===== config.mk =====
export PLATFORM = sky130hd
export DESIGN_NAME = dmem_arbiter_flat
export DESIGN_NICKNAME = d
export VERILOG_FILES = /design/src/rtl/dmem_arbiter_if.sv /design/src/rtl/dmem_arbiter.sv /design/src/flat_wrapper.sv
export SDC_FILE = /design/constraint.sdc
export NUM_CORES = 1
export LEC_CHECK = 0
export ABC_CLOCK_PERIOD_IN_PS = 2800
export CORE_MARGIN = 2
export CORE_UTILIZATION = 35
export DETAILED_ROUTE_END_ITERATION = 8
export GPL_TIMING_DRIVEN = 0
export PLACE_DENSITY = 0.91
export SYNTH_ARGS = -nofsm -noshare
export SYNTH_HDL_FRONTEND = slang
export SYNTH_SLANG_ARGS = --single-unit

===== constraint.sdc =====
create_clock -name clk -period 2.8 [get_ports clk]
set_clock_uncertainty 0.15 [all_clocks]
set_input_delay 0.28 -clock clk [delete_from_list [all_inputs] [get_ports clk]]
set_output_delay 0.28 -clock clk [all_outputs]
set_load 0.03 [all_outputs]

===== src/rtl/dmem_arbiter_if.sv =====
// Shared types and the requester/DMEM bus bundle for the data-memory arbiter.
package dmem_arbiter_pkg;

  // One requester's access descriptor as captured at grant time
  typedef struct packed {
    logic        we;
    logic [31:0] addr;
    logic [31:0] wdata;
  } mreq_t;

  // Arbiter sequencing states
  typedef enum logic [1:0] {
    S_IDLE   = 2'd0,
    S_ACCESS = 2'd1,
    S_RESP   = 2'd2
  } state_t;

endpackage

// Two requester ports, CPU stall and the single-port DMEM side.
interface dmem_arbiter_if #(
  parameter int unsigned AW = 11
);
  // Port 0: CPU load/store
  logic          m0_req;
  logic          m0_we;
  logic [31:0]   m0_addr;
  logic [31:0]   m0_wdata;
  logic          m0_ack;
  logic [31:0]   m0_rdata;
  logic          m0_err;

  // Port 1: loader / debug master
  logic          m1_req;
  logic          m1_we;
  logic [31:0]   m1_addr;
  logic [31:0]   m1_wdata;
  logic          m1_ack;
  logic [31:0]   m1_rdata;
  logic          m1_err;

  logic          cpu_stall;

  // DMEM side
  logic          dmem_rena;
  logic          dmem_wena;
  logic [AW-1:0] dmem_addr;
  logic [31:0]   dmem_wdata;
  logic [31:0]   dmem_rdata;

  // Arbiter side
  modport slave (
    input  m0_req, m0_we, m0_addr, m0_wdata,
    output m0_ack, m0_rdata, m0_err,
    input  m1_req, m1_we, m1_addr, m1_wdata,
    output m1_ack, m1_rdata, m1_err,
    output cpu_stall,
    output dmem_rena, dmem_wena, dmem_addr, dmem_wdata,
    input  dmem_rdata
  );

  // Requester / memory-model side
  modport master (
    output m0_req, m0_we, m0_addr, m0_wdata,
    input  m0_ack, m0_rdata, m0_err,
    output m1_req, m1_we, m1_addr, m1_wdata,
    input  m1_ack, m1_rdata, m1_err,
    input  cpu_stall,
    input  dmem_rena, dmem_wena, dmem_addr, dmem_wdata,
    output dmem_rdata
  );

endinterface


===== src/rtl/dmem_arbiter.sv =====
// Two-port arbiter/sequencer for the single-port DMEM: IDLE grants, ACCESS drives
// the memory, RESP returns a one-cycle ack with read data or an address fault.
module dmem_arbiter
  import dmem_arbiter_pkg::*;
#(
  parameter logic [31:0] BASE_ADDR   = 32'h1001_0000,
  parameter int unsigned DEPTH_WORDS = 2048,
  parameter int unsigned MAX_WAIT    = 4
) (
  input  logic          clk,
  input  logic          rst,
  dmem_arbiter_if.slave bus
);

  localparam int unsigned   AW       = $clog2(DEPTH_WORDS);
  localparam int unsigned   WW       = $clog2(MAX_WAIT + 1);
  localparam logic [WW-1:0] WAIT_MAX = WW'(MAX_WAIT);
  localparam logic [29:0]   DEPTH_W  = 30'(DEPTH_WORDS);

  state_t          state_q;
  state_t          state_d;
  logic [WW-1:0]   wait_cnt;
  logic [WW-1:0]   wait_cnt_d;

  // Granted port and its fault flag, held from grant through RESP
  logic            id_q;
  logic            id_d;
  logic            fault_q;
  logic            fault_d;

  logic            any_req_c;
  logic            win1_c;
  logic            grant_c;
  logic            grant1_c;
  mreq_t           win_c;
  logic [31:0]     off_c;
  logic            fault_c;
  logic [31:0]     rdata_c;

  // Next values of the registered outputs
  logic            rena_d;
  logic            wena_d;
  logic [AW-1:0]   addr_d;
  logic [31:0]     wdata_d;
  logic            ack0_d;
  logic            ack1_d;
  logic [31:0]     rdata0_d;
  logic [31:0]     rdata1_d;
  logic            err0_d;
  logic            err1_d;

  // CPU is stalled while its request is outstanding and not yet acknowledged
  assign bus.cpu_stall = bus.m0_req & ~bus.m0_ack;

  // Winner selection and address translation of the winner's request
  always_comb begin
    any_req_c = bus.m0_req | bus.m1_req;
    if (bus.m1_req && (wait_cnt == WAIT_MAX)) begin
      win1_c = 1'b1;
    end else if (bus.m0_req) begin
      win1_c = 1'b0;
    end else begin
      win1_c = 1'b1;
    end
    grant_c  = (state_q == S_IDLE) && any_req_c;
    grant1_c = grant_c && win1_c;

    if (win1_c) begin
      win_c.we    = bus.m1_we;
      win_c.addr  = bus.m1_addr;
      win_c.wdata = bus.m1_wdata;
    end else begin
      win_c.we    = bus.m0_we;
      win_c.addr  = bus.m0_addr;
      win_c.wdata = bus.m0_wdata;
    end

    off_c   = win_c.addr - BASE_ADDR;
    fault_c = (win_c.addr < BASE_ADDR)
            || (off_c[1:0] != 2'b00)
            || (off_c[31:2] >= DEPTH_W);
  end

  // Load data is only sampled when a read was actually issued
  assign rdata_c = bus.dmem_rena ? bus.dmem_rdata : 32'h0;

  // Port-1 starvation counter: clears on no request or grant, else saturates
  always_comb begin
    wait_cnt_d = wait_cnt;
    if (!bus.m1_req || grant1_c) begin
      wait_cnt_d = '0;
    end else if (wait_cnt != WAIT_MAX) begin
      wait_cnt_d = wait_cnt + WW'(1);
    end
  end

  // Wait counter register
  always_ff @(posedge clk) begin
    if (!rst) begin
      wait_cnt <= '0;
    end else begin
      wait_cnt <= wait_cnt_d;
    end
  end

  // State register
  always_ff @(posedge clk) begin
    if (!rst) begin
      state_q <= S_IDLE;
    end else begin
      state_q <= state_d;
    end
  end

  // Next-state logic
  always_comb begin
    state_d = state_q;
    unique case (state_q)
      S_IDLE:   if (any_req_c) state_d = S_ACCESS;
      S_ACCESS: state_d = S_RESP;
      S_RESP:   state_d = S_IDLE;
      default:  state_d = S_IDLE;
    endcase
  end

  // Output logic: DMEM strobes are set up at grant so they are registered
  // for exactly the ACCESS cycle; acks are set up in ACCESS for the RESP cycle
  always_comb begin
    id_d     = id_q;
    fault_d  = fault_q;
    rena_d   = 1'b0;
    wena_d   = 1'b0;
    addr_d   = '0;
    wdata_d  = 32'h0;
    ack0_d   = 1'b0;
    ack1_d   = 1'b0;
    rdata0_d = 32'h0;
    rdata1_d = 32'h0;
    err0_d   = 1'b0;
    err1_d   = 1'b0;
    unique case (state_q)
      S_IDLE: begin
        if (grant_c) begin
          id_d    = win1_c;
          fault_d = fault_c;
          rena_d  = ~fault_c & ~win_c.we;
          wena_d  = ~fault_c &  win_c.we;
          addr_d  = off_c[AW+1:2];
          wdata_d = win_c.wdata;
        end
      end
      S_ACCESS: begin
        if (id_q) begin
          ack1_d   = 1'b1;
          rdata1_d = rdata_c;
          err1_d   = fault_q;
        end else begin
          ack0_d   = 1'b1;
          rdata0_d = rdata_c;
          err0_d   = fault_q;
        end
      end
      default: ;
    endcase
  end

  // Output and latched-request registers
  always_ff @(posedge clk) begin
    if (!rst) begin
      id_q           <= 1'b0;
      fault_q        <= 1'b0;
      bus.dmem_rena  <= 1'b0;
      bus.dmem_wena  <= 1'b0;
      bus.dmem_addr  <= '0;
      bus.dmem_wdata <= 32'h0;
      bus.m0_ack     <= 1'b0;
      bus.m0_rdata   <= 32'h0;
      bus.m0_err     <= 1'b0;
      bus.m1_ack     <= 1'b0;
      bus.m1_rdata   <= 32'h0;
      bus.m1_err     <= 1'b0;
    end else begin
      id_q           <= id_d;
      fault_q        <= fault_d;
      bus.dmem_rena  <= rena_d;
      bus.dmem_wena  <= wena_d;
      bus.dmem_addr  <= addr_d;
      bus.dmem_wdata <= wdata_d;
      bus.m0_ack     <= ack0_d;
      bus.m0_rdata   <= rdata0_d;
      bus.m0_err     <= err0_d;
      bus.m1_ack     <= ack1_d;
      bus.m1_rdata   <= rdata1_d;
      bus.m1_err     <= err1_d;
    end
  end

endmodule


===== src/flat_wrapper.sv =====
// flat-port wrapper written by rule: the top's interface ports become plain ports
module dmem_arbiter_flat import dmem_arbiter_pkg::*;
#(
  parameter logic [31:0] BASE_ADDR   = 32'h1001_0000,
  parameter int unsigned DEPTH_WORDS = 2048,
  parameter int unsigned MAX_WAIT    = 4
)
  (clk, rst, bus_m0_req, bus_m0_we, bus_m0_addr, bus_m0_wdata, bus_m0_ack, bus_m0_rdata, bus_m0_err, bus_m1_req, bus_m1_we, bus_m1_addr, bus_m1_wdata, bus_m1_ack, bus_m1_rdata, bus_m1_err, bus_cpu_stall, bus_dmem_rena, bus_dmem_wena, bus_dmem_addr, bus_dmem_wdata, bus_dmem_rdata);
  dmem_arbiter_if bus_i ();
  input  logic clk;
  input  logic rst;
  input wire logic [$bits(bus_i.m0_req)-1:0] bus_m0_req;
  input wire logic [$bits(bus_i.m0_we)-1:0] bus_m0_we;
  input wire logic [$bits(bus_i.m0_addr)-1:0] bus_m0_addr;
  input wire logic [$bits(bus_i.m0_wdata)-1:0] bus_m0_wdata;
  output wire logic [$bits(bus_i.m0_ack)-1:0] bus_m0_ack;
  output wire logic [$bits(bus_i.m0_rdata)-1:0] bus_m0_rdata;
  output wire logic [$bits(bus_i.m0_err)-1:0] bus_m0_err;
  input wire logic [$bits(bus_i.m1_req)-1:0] bus_m1_req;
  input wire logic [$bits(bus_i.m1_we)-1:0] bus_m1_we;
  input wire logic [$bits(bus_i.m1_addr)-1:0] bus_m1_addr;
  input wire logic [$bits(bus_i.m1_wdata)-1:0] bus_m1_wdata;
  output wire logic [$bits(bus_i.m1_ack)-1:0] bus_m1_ack;
  output wire logic [$bits(bus_i.m1_rdata)-1:0] bus_m1_rdata;
  output wire logic [$bits(bus_i.m1_err)-1:0] bus_m1_err;
  output wire logic [$bits(bus_i.cpu_stall)-1:0] bus_cpu_stall;
  output wire logic [$bits(bus_i.dmem_rena)-1:0] bus_dmem_rena;
  output wire logic [$bits(bus_i.dmem_wena)-1:0] bus_dmem_wena;
  output wire logic [$bits(bus_i.dmem_addr)-1:0] bus_dmem_addr;
  output wire logic [$bits(bus_i.dmem_wdata)-1:0] bus_dmem_wdata;
  input wire logic [$bits(bus_i.dmem_rdata)-1:0] bus_dmem_rdata;
  assign bus_i.m0_req = bus_m0_req;
  assign bus_i.m0_we = bus_m0_we;
  assign bus_i.m0_addr = bus_m0_addr;
  assign bus_i.m0_wdata = bus_m0_wdata;
  assign bus_m0_ack = bus_i.m0_ack;
  assign bus_m0_rdata = bus_i.m0_rdata;
  assign bus_m0_err = bus_i.m0_err;
  assign bus_i.m1_req = bus_m1_req;
  assign bus_i.m1_we = bus_m1_we;
  assign bus_i.m1_addr = bus_m1_addr;
  assign bus_i.m1_wdata = bus_m1_wdata;
  assign bus_m1_ack = bus_i.m1_ack;
  assign bus_m1_rdata = bus_i.m1_rdata;
  assign bus_m1_err = bus_i.m1_err;
  assign bus_cpu_stall = bus_i.cpu_stall;
  assign bus_dmem_rena = bus_i.dmem_rena;
  assign bus_dmem_wena = bus_i.dmem_wena;
  assign bus_dmem_addr = bus_i.dmem_addr;
  assign bus_dmem_wdata = bus_i.dmem_wdata;
  assign bus_i.dmem_rdata = bus_dmem_rdata;
  dmem_arbiter #(.BASE_ADDR(BASE_ADDR), .DEPTH_WORDS(DEPTH_WORDS), .MAX_WAIT(MAX_WAIT)) u_core (.clk(clk), .rst(rst), .bus(bus_i));
endmodule

==> reports/metrics.cfg <==
[synth]
syn_area_per_cell_sq_um=8.64
yosys-top-cells-count=nand2_1, dfxtp_1, nor2_1, a21oi_1, clkbuf_1
yosys.area.top_type_share_pct=60.9
ys_seq_elements=120
synth_ff_type=dfxtp_1
synthesis.area_sq_um=3950
synth.most_common_cell=nand2_1
yosysWarningCount=0
ys_top_cells_by_area=dfxtp_1, nand2_1, nor2_1
syn_nets=625
ys_types=37
async_reset_ff_share_pct=0
seq_area_frac_synth_pct=60.9
yosys.area.top_type=dfxtp_1
synthCells=457
synth_edf_count=0

[placement]
dp.cells=876
port_buffers=279
place_congestion=0.841
dp_hpwl_microns=10700

[setup_path]
worst_ep_arrival_time_ps=2490
start_kind=register
cp_max_fo=5
cp_cell_sequence=inv_1 > ha_1 > nand3_1 > and2_0 > nand3b_1 > a211o_2 > a221oi_2 > and4_1
worstSetupPathType=reg -> reg
slowest_delay_ps=390
cp_top_family=simple AND/OR/NAND/NOR gates
cp_num_buf_inv=1
cp.required_ps=2990
cp-end-kind=register
slowest_stage=dfxtp_1

[clocking]
post_cts_buffers=0
clk_latency_ps=400
cts.path.max_buffers=2
cts_made_buffers=17
clk_pin_slew_ps=50
clock-sinks=120
cts.repair.resized=0
cts_tree=done
cts-hold-fix-buffers=0
root_buffer=clkbuf_16
htreeDepth=4

[route]
ant_nets=0
drt-initial-drc-count=214
routed-via-count=4195
drc_errors=0
routed_wl_microns=14100
dr.pass1.iters=4
via_per_inst=4.63
wl_per_cell_microns=15.6

[worst_hold_path]
min_path_type=in -> reg

[finish]
finalNonFillerCells=906
seqCellArea_sq_um=2400
area_growth_pct=89.4
drive_gt1_share_pct=5.09
multiInputGateArea_sq_um=1410
fill_cells=826
diodes=0
final_nets=923

[die]
start_util_pct=36.1
die_x_microns=110
io_pins=280
num_rows=38
core_sq_um=10900
die-area_sq_um=12100
chipHeight_microns=110

[global_route]
met2_usage_pct=41.0
grtUsageTotal_pct=22.6
gr-max-usage-layer=met2
antenna_found_initial=0
grt_max_degree=17
grt_pass1_vias=4165
met3_usage_pct=10.9
globalRoute.totalOverflow=0
use_met1_pct=22.3
grt_first_pass_wirelength_microns=20500

[outcome]
status=finished, final reports clean

[job]
drv_cap=0

[power_and_ir_drop]
p_sw_share_pct=22.8
p_leak_nw=2.82
internal-power_mw=3.41
p_switching_mw=1.00
clkPwrFrac_pct=47.2
p_seq_share_pct=40.1
worst_ir_drop_vdd_mv=0.510
finalPower_mw=4.41
power_density_nw_per_um2=590
combPwrFrac_pct=12.7

[sta]
slew_headroom_pct=61.6
period_needed_ps=2300
rsz0062_at_grt=no
fmax_ghz=0.435
finalCritPeriodShare_pct=82.0
hold_viol_final=0
setup-violations-final=0
finalSetupTns_ps=0
finalMaxSlewViolations=0
tightest_slew_ps=572

-- worst register-to-register path: stages (launching register included) --
cell      delay [ps]
dfxtp_1          390
inv_1             70
ha_1             240
nand3_1          150
and2_0           280
nand3b_1         110
a211o_2          310
a221oi_2         280
and4_1           260
-- sequential cells by signal, indices dropped and copies added, names as in the netlist, 2 cells and up --
| signal | cells |
|---|---|
| u_core.bus.dmem_addr | 11 |
| u_core.bus.dmem_wdata | 32 |
| u_core.bus.m0_rdata | 32 |
| u_core.bus.m1_rdata | 32 |
| u_core.state_q | 2 |
| u_core.wait_cnt | 3 |
-- metal layers --
| layer | vias to the layer above | share of wire, % |
|---|---|---|
| met5 | - | 0 |
| met4 | 0 | 1.7 |
| met3 | 19 | 12 |
| met2 | 198 | 52 |
| met1 | 1900 | 35 |
| li1 | 2078 | - |
-- path summary, 6_finish.rpt --
| path | cells after the start | from | endpoint | slack (ps) |
|---|---|---|---|---|
| setup / recovery | 8 | u_core.wait_cnt[0] | u_core.bus.dmem_rena | 500 |
| setup reg to reg | 8 | u_core.wait_cnt[0] | u_core.bus.dmem_rena | 500 |
| hold / removal | 3 | bus_m0_addr[5] | u_core.bus.dmem_addr[3] | 270 |
| hold reg to reg | 1 | u_core.state_q[1] | u_core.state_q[1] | 300 |
-- cells in the final DEF, fill, tap and decap left out, drive strengths merged, types with 2 or more instances in the layout --
master	n
o21ai	4
clkbuf	45
mux2i	3
a21oi	50
or3	2
dfxtp	120
nand2	129
a31oi	2
clkinv	6
nor4	4
bufinv	2
clkdlybuf4s50	279
or4	2
nor3	4
nand3b	2
and4	3
inv	6
nor2	79
ha	2
and3	2
nand3	7
-- logic make-up after synthesis --
logic type | synth area share, %
AND/OR/NAND/NOR | 25.1
flip-flops | 60.9
AO/OA/AOI/OAI | 9.04
buffers and inverters | 3.36
multiplexers | 0.761
adder cells (fa/ha/maj) | 0.634
XOR/XNOR | 0.222
-- per-stage QoR --
stage	instance area (sq um)	worst slack (ps)	util [%]	hold WS, ps
detailed placement	6910	215	63.2	297
CTS	7480	496	68.4	258
global route	7480	371	68.4	267
finish	7480	503	68.4	269
global placement	6910	206	63.2	287
floorplan	3950	817	-	263
-- layout make-up --
cell class / instances / area share, %
Sequential cell: 120 / 32.1
Timing Repair Buffer: 279 / 37.4
Clock buffer: 21 / 6.16
Inverter: 6 / 0.301
Clock inverter: 9 / 1.36
Tap cell: 140 / 2.34
Buffer: 24 / 1.47
Multi-Input combinational cell: 307 / 18.9
-- power by group through the flow --
| stage | sequential (mW) | combinational, mW | clock [mW] |
|---|---|---|---|
| 5_1_grt | 1.77 | 0.598 | 2.19 |
| 4_1_cts | 1.77 | 0.562 | 2.11 |
| 2_1_floorplan | 1.88 | 0.122 | 0 |
| 3_3_place_gp | 1.80 | 0.551 | 0 |
| 6_report | 1.77 | 0.559 | 2.08 |
| 3_5_place_dp | 1.81 | 0.557 | 0 |
No activity file was read; power rests on OpenSTA's default activity.
